[src/rtl/ctrl_pkg.sv]
// Shared encodings for the multi-cycle RV64 sequencing controller:
// opcodes, immediate formats, fault codes, FSM states and instruction classes.
package ctrl_pkg;

    localparam logic [6:0] OP_R  = 7'b0110011;
    localparam logic [6:0] OP_I  = 7'b0010011;
    localparam logic [6:0] OP_LD = 7'b0000011;
    localparam logic [6:0] OP_ST = 7'b0100011;
    localparam logic [6:0] OP_B  = 7'b1100011;

    localparam logic [2:0] IMM_I = 3'b000;
    localparam logic [2:0] IMM_S = 3'b001;
    localparam logic [2:0] IMM_B = 3'b010;

    localparam logic [1:0] FAULT_NONE    = 2'b00;
    localparam logic [1:0] FAULT_ILLEGAL = 2'b01;
    localparam logic [1:0] FAULT_TIMEOUT = 2'b10;

    // funct7 that turns the base ALU add into a subtract
    localparam logic [6:0] F7_SUB = 7'b0100000;

    typedef enum logic [2:0] {
        ST_IDLE   = 3'd0,
        ST_FETCH  = 3'd1,
        ST_DECODE = 3'd2,
        ST_EXEC   = 3'd3,
        ST_MEM    = 3'd4,
        ST_WB     = 3'd5,
        ST_HALT   = 3'd6
    } state_e;

    typedef enum logic [2:0] {
        CLS_R  = 3'd0,
        CLS_I  = 3'd1,
        CLS_LD = 3'd2,
        CLS_ST = 3'd3,
        CLS_B  = 3'd4
    } insn_class_e;

endpackage

[src/rtl/insn_decode.sv]
// Combinational decode of latched opcode/funct fields into class, ALU controls,
// immediate format and a legal flag. CTRL_EXT_BRANCH_EN enables all branch conditions.
module insn_decode
    import ctrl_pkg::*;
(
    input  logic [6:0] opcode,
    input  logic [2:0] funct3,
    input  logic [6:0] funct7,
    output logic [2:0] insn_class,
    output logic       legal,
    output logic       take_branch,
    output logic [2:0] alu_funct3,
    output logic [6:0] alu_funct7,
    output logic       alu_src_b_sel,
    output logic       is_immediate,
    output logic [2:0] imm_type
);

    always_comb begin
        insn_class    = CLS_R;
        legal         = 1'b1;
        take_branch   = 1'b0;
        alu_funct3    = 3'b000;
        alu_funct7    = 7'b0000000;
        alu_src_b_sel = 1'b0;
        is_immediate  = 1'b0;
        imm_type      = IMM_I;
        case (opcode)
            OP_R: begin
                alu_funct3 = funct3;
                alu_funct7 = funct7;
            end
            OP_I: begin
                insn_class    = CLS_I;
                alu_funct3    = funct3;
                alu_src_b_sel = 1'b1;
                is_immediate  = 1'b1;
            end
            OP_LD: begin
                insn_class    = CLS_LD;
                alu_src_b_sel = 1'b1;
                is_immediate  = 1'b1;
            end
            OP_ST: begin
                insn_class    = CLS_ST;
                alu_src_b_sel = 1'b1;
                is_immediate  = 1'b1;
                imm_type      = IMM_S;
            end
            OP_B: begin
                insn_class = CLS_B;
                alu_funct7 = F7_SUB;
                imm_type   = IMM_B;
`ifdef CTRL_EXT_BRANCH_EN
                alu_funct3  = funct3;
                legal       = (funct3 != 3'b010) && (funct3 != 3'b011);
                take_branch = 1'b1;
`else
                // only beq redirects; other conditions fall through to PC+4
                take_branch = (funct3 == 3'b000);
`endif
            end
            default: legal = 1'b0;
        endcase
    end

endmodule

[src/rtl/multicycle_ctrl_fsm.sv]
// Multi-cycle fetch/decode/execute sequencer with illegal-opcode halt, memory timeout
// fault and retired-instruction counter. Branch set selected by CTRL_EXT_BRANCH_EN.
module multicycle_ctrl_fsm
    import ctrl_pkg::*;
#(
    parameter int CNT_W   = 32,
    parameter int TIMEOUT = 255
) (
    input  logic             clk,
    input  logic             rst,
    input  logic             run,
    input  logic [31:0]      instr,
    output logic             imem_req,
    input  logic             imem_ready,
    input  logic             dmem_ready,
    output logic             mem_read,
    output logic             mem_write,
    output logic             ir_write,
    output logic             reg_write,
    output logic             pc_write,
    output logic             branch,
    output logic [2:0]       alu_funct3,
    output logic [6:0]       alu_funct7,
    output logic             alu_src_b_sel,
    output logic             is_immediate,
    output logic [2:0]       imm_type,
    output logic [2:0]       state,
    output logic             halted,
    output logic [1:0]       fault,
    output logic [CNT_W-1:0] instret
);

    localparam int WAIT_W = (TIMEOUT < 2) ? 1 : $clog2(TIMEOUT + 1);
    localparam logic [WAIT_W-1:0] WAIT_LAST = WAIT_W'((TIMEOUT > 0) ? TIMEOUT - 1 : 0);

    state_e            state_reg, state_next;
    logic [WAIT_W-1:0] wait_cnt_reg, wait_cnt_next;
    logic [1:0]        fault_reg, fault_next;
    logic [CNT_W-1:0]  instret_reg;
    logic [6:0]        opcode_reg, funct7_reg;
    logic [2:0]        funct3_reg;

    logic [2:0] dec_class, dec_funct3, dec_imm_type;
    logic [6:0] dec_funct7;
    logic       dec_legal, dec_take, dec_src_b, dec_is_imm;
    logic       timed_out;
    logic       unused_instr_bits;

    assign unused_instr_bits = ^{instr[24:15], instr[11:7]};

    insn_decode u_decode (
        .opcode       (opcode_reg),
        .funct3       (funct3_reg),
        .funct7       (funct7_reg),
        .insn_class   (dec_class),
        .legal        (dec_legal),
        .take_branch  (dec_take),
        .alu_funct3   (dec_funct3),
        .alu_funct7   (dec_funct7),
        .alu_src_b_sel(dec_src_b),
        .is_immediate (dec_is_imm),
        .imm_type     (dec_imm_type)
    );

    // Ready in the expiry cycle still wins because ready is tested first below.
    assign timed_out = (TIMEOUT != 0) && (wait_cnt_reg == WAIT_LAST);

    always_comb begin
        state_next    = state_reg;
        wait_cnt_next = wait_cnt_reg;
        fault_next    = fault_reg;
        imem_req      = 1'b0;
        ir_write      = 1'b0;
        mem_read      = 1'b0;
        mem_write     = 1'b0;
        reg_write     = 1'b0;
        pc_write      = 1'b0;
        branch        = 1'b0;
        alu_funct3    = 3'b000;
        alu_funct7    = 7'b0000000;
        alu_src_b_sel = 1'b0;
        is_immediate  = 1'b0;
        imm_type      = IMM_I;
        if (state_reg == ST_EXEC || state_reg == ST_MEM) begin
            alu_funct3    = dec_funct3;
            alu_funct7    = dec_funct7;
            alu_src_b_sel = dec_src_b;
            is_immediate  = dec_is_imm;
            imm_type      = dec_imm_type;
        end
        case (state_reg)
            ST_IDLE: begin
                if (run) begin
                    state_next    = ST_FETCH;
                    wait_cnt_next = '0;
                end
            end
            ST_FETCH: begin
                imem_req = 1'b1;
                if (imem_ready) begin
                    ir_write   = 1'b1;
                    state_next = ST_DECODE;
                end else if (timed_out) begin
                    state_next = ST_HALT;
                    fault_next = FAULT_TIMEOUT;
                end else begin
                    wait_cnt_next = wait_cnt_reg + 1'b1;
                end
            end
            ST_DECODE: begin
                if (dec_legal) begin
                    state_next = ST_EXEC;
                end else begin
                    state_next = ST_HALT;
                    fault_next = FAULT_ILLEGAL;
                end
            end
            ST_EXEC: begin
                if (dec_class == CLS_B) begin
                    branch   = dec_take;
                    pc_write = 1'b1;
                end else if (dec_class == CLS_LD || dec_class == CLS_ST) begin
                    state_next    = ST_MEM;
                    wait_cnt_next = '0;
                end else begin
                    state_next = ST_WB;
                end
            end
            ST_MEM: begin
                mem_read  = (dec_class == CLS_LD);
                mem_write = (dec_class == CLS_ST);
                if (dmem_ready) begin
                    if (dec_class == CLS_ST) pc_write = 1'b1;
                    else                     state_next = ST_WB;
                end else if (timed_out) begin
                    state_next = ST_HALT;
                    fault_next = FAULT_TIMEOUT;
                end else begin
                    wait_cnt_next = wait_cnt_reg + 1'b1;
                end
            end
            ST_WB: begin
                reg_write = 1'b1;
                pc_write  = 1'b1;
            end
            ST_HALT: ;
            default: state_next = ST_IDLE;
        endcase
        // every retiring cycle decides between the next fetch and idling
        if (pc_write) begin
            state_next    = run ? ST_FETCH : ST_IDLE;
            wait_cnt_next = '0;
        end
    end

    always_ff @(posedge clk) begin
        if (rst) begin
            state_reg    <= ST_IDLE;
            wait_cnt_reg <= '0;
            fault_reg    <= FAULT_NONE;
            instret_reg  <= '0;
            opcode_reg   <= '0;
            funct3_reg   <= '0;
            funct7_reg   <= '0;
        end else begin
            state_reg    <= state_next;
            wait_cnt_reg <= wait_cnt_next;
            fault_reg    <= fault_next;
            if (pc_write) instret_reg <= instret_reg + 1'b1;
            if (ir_write) begin
                opcode_reg <= instr[6:0];
                funct3_reg <= instr[14:12];
                funct7_reg <= instr[31:25];
            end
        end
    end

    assign state   = state_reg;
    assign halted  = (state_reg == ST_HALT);
    assign fault   = fault_reg;
    assign instret = instret_reg;

endmodule
[config.mk]
export PLATFORM = sky130hd
export DESIGN_NAME = multicycle_ctrl_fsm
export DESIGN_NICKNAME = d
export VERILOG_FILES = /design/src/rtl/ctrl_pkg.sv /design/src/rtl/insn_decode.sv /design/src/rtl/multicycle_ctrl_fsm.sv
export SDC_FILE = /design/constraint.sdc
export NUM_CORES = 1
export LEC_CHECK = 0
export ABC_AREA = 1
export ABC_CLOCK_PERIOD_IN_PS = 2300
export BUFFER_PORTS_ARGS = -buffer_cell sky130_fd_sc_hd__clkbuf_2
export CORE_ASPECT_RATIO = 1.4
export CORE_MARGIN = 2
export CORE_UTILIZATION = 45
export CTS_CLUSTER_SIZE = 24
export DETAILED_ROUTE_END_ITERATION = 10
export HOLD_SLACK_MARGIN = 0.02
export PLACE_DENSITY = 0.69
export SYNTH_ARGS = -nofsm -noshare
export SYNTH_HDL_FRONTEND = slang
export SYNTH_HIERARCHICAL = 1
export SYNTH_SLANG_ARGS = --single-unit
[constraint.sdc]
create_clock -name clk -period 2.3 [get_ports clk]
set_input_delay 0.345 -clock clk [delete_from_list [all_inputs] [get_ports clk]]
set_output_delay 0.345 -clock clk [all_outputs]
set_load 0.01 [all_outputs]
==> results of run 1 <==
==> worst max-delay path, delay by kind of cell, from the launching register on <==
family        cells  cell delay (ns)
simple gates      5             0.90
flops             1             0.33
buf+inv           2             0.25
==> kinds of logic (layout without fill, tap and decap cells) <==
kind of cell / after synthesis / after routing / share of synthesized area [%]
adders and majority gates: 3 / 3 / 0.965
DFF: 62 / 62 / 31.9
and+or+nand+nor: 414 / 414 / 45.5
AOI/OAI and AO/OA: 63 / 63 / 8.72
other: 1 / 1 / 0.0964
xor gates and xnor gates: 10 / 10 / 2.25
buffers and inverters: 94 / 181 / 10.6
==> power breakdown <==
group	internal, W	switching, W
registers	0.00120	0.000109
logic	0.000419	0.000825
clock network	0.00117	0.000516
==> metrics by stage <==
step | TNS (ns) | hold WS [ns] | worst slack [ns]
after detailed placement | 0 | 0.454 | 0.141
after CTS | 0 | 0.255 | 0.0208
after global routing | -0.0121 | 0.273 | -0.0121
after floorplan | 0 | 0.455 | 0.515
after global placement | 0 | 0.458 | 0.219
final | 0 | 0.261 | 0.121
==> routing by layer <==
layer | GRT usage (%) | up-vias | part of all wire, %
met5 | 0 | - | 0
met4 | 12.0 | 0 | 2.9
met3 | 4.27 | 22 | 4.5
met2 | 39.4 | 106 | 50
met1 | 25.7 | 1805 | 42
li1 | - | 2156 | -
==> cell usage after synthesis <==
cell type  count  area [µm²]
a31oi_1        2        12.5
o21ai_0       24         120
nand3_1       29         145
buf_8          1        15.0
or2_2          1        6.26
nor2_1       153         574
a21o_1         1        7.51
buf_6          2        22.5
nor2_2         5        31.3
xor2_1         7        61.3
nand3b_1       4        30.0
nor2_8         1        20.0
buf_4          7        52.6
nand2_4        1        11.3
o21bai_1       2        15.0
nand2_2        2        12.5
nor3_1         4        20.0
inv_2          4        15.0
conb_1         1        3.75
nand3_4        2        35.0
xnor2_1        3        26.3
o21ai_1        1        5.00
ha_1           3        37.5
or2_1          1        6.26
buf_2          3        15.0
nand3_2        4        40.0
dfxtp_1       62        1240
a21oi_1       31         155
nor3b_1        2        15.0
a21oi_4        1        16.3
clkbuf_1       4        15.0
nand3b_2       1        11.3
nand2_1      194         728
nor2_4         2        22.5
nand4_1        6        37.5
clkinv_1       1        3.75
inv_1         71         267
a21boi_0       1        7.51
inv_4          1        6.26
nor3_4         1        16.3
and2_1         1        6.26
==> path summary, 6_finish.rpt <==
kind / start / to / slack [ns]
worst max-delay path: opcode_reg[1]$_SDFFE_PP0P_ / mem_read / 0.12
worst min-delay path: instr[26] / funct7_reg[1]$_SDFFE_PP0P_ / 0.26
worst max register to register: opcode_reg[1]$_SDFFE_PP0P_ / wait_cnt_reg[1]$_SDFFE_PP0P_ / 0.20
worst min register to register: fault[1]$_SDFFE_PP0P_ / fault[1]$_SDFFE_PP0P_ / 0.46
==> layout make-up <==
cell class	instances	area share (%)
Inverter	77	6.12
Multi-Input combinational cell	491	47.4
Sequential cell	62	26.1
Clock inverter	7	3.05
Tap cell	105	2.76
Timing Repair Buffer	88	9.88
Clock buffer	9	4.73
==> repair_timing <==
item,CTS,global route
resized for setup,1,11
pin swaps,2,2
endpoints found under the setup margin,15,40
setup buffers,2,0
gates cloned,0,0
==> cells in the final DEF, fill, tap and decap left out, drive strengths merged, types with 4 or more instances in the layout <==
master | synthesis | final
a21oi | 32 | 32
buf | 13 | 9
bufinv | 0 | 4
clkbuf | 4 | 88
dfxtp | 62 | 62
inv | 76 | 77
nand2 | 197 | 197
nand3 | 35 | 35
nand3b | 5 | 5
nand4 | 6 | 6
nor2 | 161 | 161
nor3 | 5 | 5
o21ai | 25 | 25
xor2 | 7 | 7
==> out/metrics.yaml, run 1 <==
sta:
  slew_viol_final: 0
  min_period_ns: 2.18
  hold_viol: 0
  finalSetupViolCount: 0
  fmax_mhz: 459
  slew_headroom_pct: 62.2
  fin_crit_sh_pct: 94.8
  worst_pin_slew_ns: 0.563
  fin_skew_ns: 0.00676
finish:
  drive_gt1_share_pct: 18.8
  area_delta_synth_final_pct: 22.5
  n_fill_cell: 833
  largest_reg_flops: 32
  finalInstanceArea_um2: 4760
  nets: 769
  ff_latch_area_um2: 1240
  diodes: 0
  multi_input_area_um2: 2260
  post-route-util_pct: 56.0
  fin_cells: 839
worst_hold_path:
  holdPathStages: 3
  hp-class: "in -> reg"
placement:
  dpl_cell_area_um2: 4350
  dp.cells: 822
  place.gp.congestion: 0.915
  port_buffers: 80
  dp_hpwl_um: 7390
synth:
  ys_types: 41
  ys_seq_elements: 62
  ys_seq_area_share_pct: 31.9
  syn_area_um2: 3890
  syn_area_per_cell_um2: 6.01
  syn_inst: 647
  yosys_warnings: 6
  syn-num-nets: 687
worst_setup_path:
  slowest_delay_ns: 0.33
  cp.arrival_ns: 1.83
  reg2reg_depth: 12
  cp-end-kind: "primary output"
  critPathRequiredTime_ns: 1.96
  slowest_stage: "dfxtp_2"
  cp_common_cell: "nand2_1"
  crit_chain: "nand2_1 > nor3_4 > inv_1 > nor2_2 > nand2_1 > nor3_1 > clkbuf_2"
  crit_type: "reg -> out"
  startpoint_type: "flip-flop"
  crit_fanout: 8
floorplanning:
  start_util_pct: 45.7
  die_h_um: 114
  dieWidth_um: 82.6
  core_area_um2: 8510
  die-area_um2: 9410
  io-pin-count: 97
  row_count: 40
route:
  drcViolationCount: 0
  vias: 4089
  dr.pass1.iters: 4
  via_per_inst: 4.87
  initialDrtViolationCount: 198
  wl_per_cell_um: 11.8
  ant_nets: 0
  finalWirelength_um: 9930
power_and_ir_drop:
  leakage_nw: 2.00
  power_density_nw_per_um2: 892
  irDropWorstVdd_mv: 0.606
  report.power.total_w: 0.00425
clock_network:
  cts.sinks: 62
  worst_setup_hold_path_clk_slew_ns: 0.06
  root_buffer: "clkbuf_16"
  clockBufferDepth: 2
  cts_tree: "done"
  htreeDepth: 3
  clock_latency_ns: 0.34
  numCtsBuffers: 9
  postCtsHoldBufs: 0
grt:
  grt_max_degree: 33
  gr-total-overflow: 0
  grt_pass1_wl_um: 16700
  grt_pass1_vias: 3807
  antenna_found_initial: 0
  grtUsageTotal_pct: 22.7
job:
  maxCapViolations: 0
status:
  outcome: "complete, no violations"
Note: power is estimated with default switching activity, not from simulation.
==> run 2: changes to the inputs <==
==> constraint.sdc (replaced) <==
create_clock -name clk -period 2.3 [get_ports clk]
set_input_delay 0.23 -clock clk [delete_from_list [all_inputs] [get_ports clk]]
set_output_delay 0.23 -clock clk [all_outputs]
set_load 0.01 [all_outputs]
==> run 2 against run 1 <==
  * Clock-buffer cell count unchanged
  * Routed wire length increased by 1.4%
  * Non-clock buffer count increased by 8
  * Total power decreased by 5.7%
  * Global-route usage decreased by 0.92 points
  * Die area unchanged
  * Maximum frequency about the same
  * Via count increased by 2.4%
  * Core utilization increased by 0.28 points
  * Sequential cell count unchanged
  * First-iteration DRC count increased by 5.6%
  * Largest power group unchanged
==> out/metrics.yaml, run 2 (synthesis results as in run 1) <==
worst_setup_path:
  crit-reg2reg-launch: "opcode_reg[1]$_SDFFE_PP0P_"
  cp-end-kind: "primary output"
  startpoint_type: "flip-flop"
  critPathRequiredTime_ns: 2.07
  slowest_stage: "dfxtp_1"
  crit_chain: "nand2_1 > nor3_4 > nand2_1 > nand2_2 > nand2_1 > nor2_1 > nand3_2 > nand3_4 > clkbuf_2"
  crit_buf_inv: 1
  rrSetupSlack_ns: 0.15
  crit_type: "reg -> out"
  crit_fanout: 8
  reg2reg_depth: 12
  cp-startpoint: "opcode_reg[1]$_SDFFE_PP0P_"
  cp.arrival_ns: 1.95
  slowest_delay_ns: 0.32
  reg2reg_to: "instret[14]$_SDFFE_PP0P_"
  cp_common_cell: "nand2_1"
  cp_top_family: "simple AND/OR/NAND/NOR gates"
placement:
  dpl_cell_area_um2: 4340
  port_buffers: 80
  dp_hpwl_um: 7320
  dp_slack_ns: 0.216
  place.gp.congestion: 0.931
route:
  dr.pass1.iters: 4
  wl_met3_um: 527
  initialDrtViolationCount: 209
  wl_met2_um: 5010
  drcViolationCount: 0
  ant_nets: 0
  vias: 4189
  via_per_inst: 4.94
  met1Wirelength_um: 4170
  finalWirelength_um: 10100
  maxUsedRoutingLayer: "met4"
  wl_per_cell_um: 11.9
grt:
  antenna_found_initial: 0
  grt_pass1_wl_um: 16100
  grt_pass1_vias: 3785
  grt_max_degree: 35
  grtUsageTotal_pct: 21.8
  gr-total-overflow: 0
power_and_ir_drop:
  p_switching_w: 0.00143
  seqPwrFrac_pct: 33.2
  irDropWorstVdd_mv: 0.507
  p_sw_share_pct: 35.6
  p_comb_share_pct: 30.5
  leakage_nw: 2.03
  intPower_w: 0.00258
  clkPwrFrac_pct: 36.3
  power_density_nw_per_um2: 837
sta:
  slew_viol_final: 0
  worst_pin_slew_ns: 1.00
  rsz0062_at_grt: "yes"
  finalSetupViolCount: 0
  setup_slack_ns: 0.122
  fin_crit_sh_pct: 94.7
  hold_viol: 0
  slew_headroom_pct: 33.2
  fmax_mhz: 459
  hold_ws_ns: 0.152
  finalSetupTns_ns: 0
  fin_skew_ns: 0.00629
  min_period_ns: 2.18
floorplanning:
  start_util_pct: 45.7
  dieWidth_um: 82.6
  die-area_um2: 9410
  die_h_um: 114
  core_area_um2: 8510
  io-pin-count: 97
  row_count: 40
finish:
  diodes: 0
  n_fill_cell: 847
  area_delta_synth_final_pct: 23.1
  finalInstanceArea_um2: 4790
  final_cell_mix: "nand2_1 (192), nor2_1 (151), clkbuf_2 (80)"
  largest_reg_flops: 32
  nets: 778
  final_common_cell: "nand2_1"
  drive_gt1_share_pct: 19.5
  post-route-util_pct: 56.3
clock_network:
  clockBufferDepth: 2
  clock_latency_ns: 0.34
  cts_tree: "done"
  postCtsHoldBufs: 0
  worst_setup_hold_path_clk_slew_ns: 0.06
  cts.sinks: 62
  numCtsBuffers: 9
  root_buffer: "clkbuf_16"
  htreeDepth: 3
worst_hold_path:
  holdPathStages: 3
  hp-class: "in -> reg"
  min_from: "instr[27]"
  min_to: "funct7_reg[2]$_SDFFE_PP0P_"
job:
  maxCapViolations: 0
status:
  outcome: "complete, no violations"
## run 2: area by class of cell
type	instances	area, µm²	share of cell area [%]
Multi-Input combinational cell	492	2260	47.3
Inverter	77	295	6.17
Clock inverter	7	98.8	2.06
Sequential cell	62	1240	25.9
Timing Repair Buffer	96	533	11.1
Clock buffer	9	225	4.70
Tap cell	105	131	2.74
## run 2: power by group through the flow
stage	Combinational (W)	Clock (W)	Sequential, W
final	0.00122	0.00146	0.00133
after CTS	0.00119	0.00149	0.00133
after detailed placement	0.00118	0	0.00135
after floorplan	0.000926	0	0.00134
after global routing	0.00140	0.00153	0.00135
after global placement	0.00115	0	0.00134
## run 2: tightest hold or removal path, cell delays in order
cell and delay, ns:
clkbuf_2 0.08, o21ai_0 0.07, nor2_1 0.07
## run 2: per-stage QoR
stage | total power (W) | std cells
2_1_floorplan | 0.00227 | 647
3_3_place_gp | 0.00249 | 819
3_5_place_dp | 0.00253 | 819
4_1_cts | 0.00400 | 835
5_1_grt | 0.00427 | 848
6_report | 0.00401 | 848
## run 2: layer usage
metal  up-vias  track usage (%)
met5         -                0
met4         0             12.2
met3        27             5.14
met2       112             37.0
met1      1869             24.4
li1       2181                -
## run 2: repair_timing
action | 4_1_cts | 5_1_grt
buffers inserted | 0 | 12
gates cloned | 0 | 1
pin swaps | 0 | 5
setup endpoints to repair | 14 | 24
gates resized for setup | 1 | 6
## run 2: worst max path at each step
stage,to,slack (ns),cells after the start
global placement,instret[17]$_SDFFE_PP0P_,0.27,11
global route,pc_write,-0.03,9
detailed placement,instret[7]$_SDFFE_PP0P_,0.22,10
floorplan,instret[18]$_SDFFE_PP0P_,0.59,11
CTS,pc_write,0.03,7
finish,pc_write,0.12,9
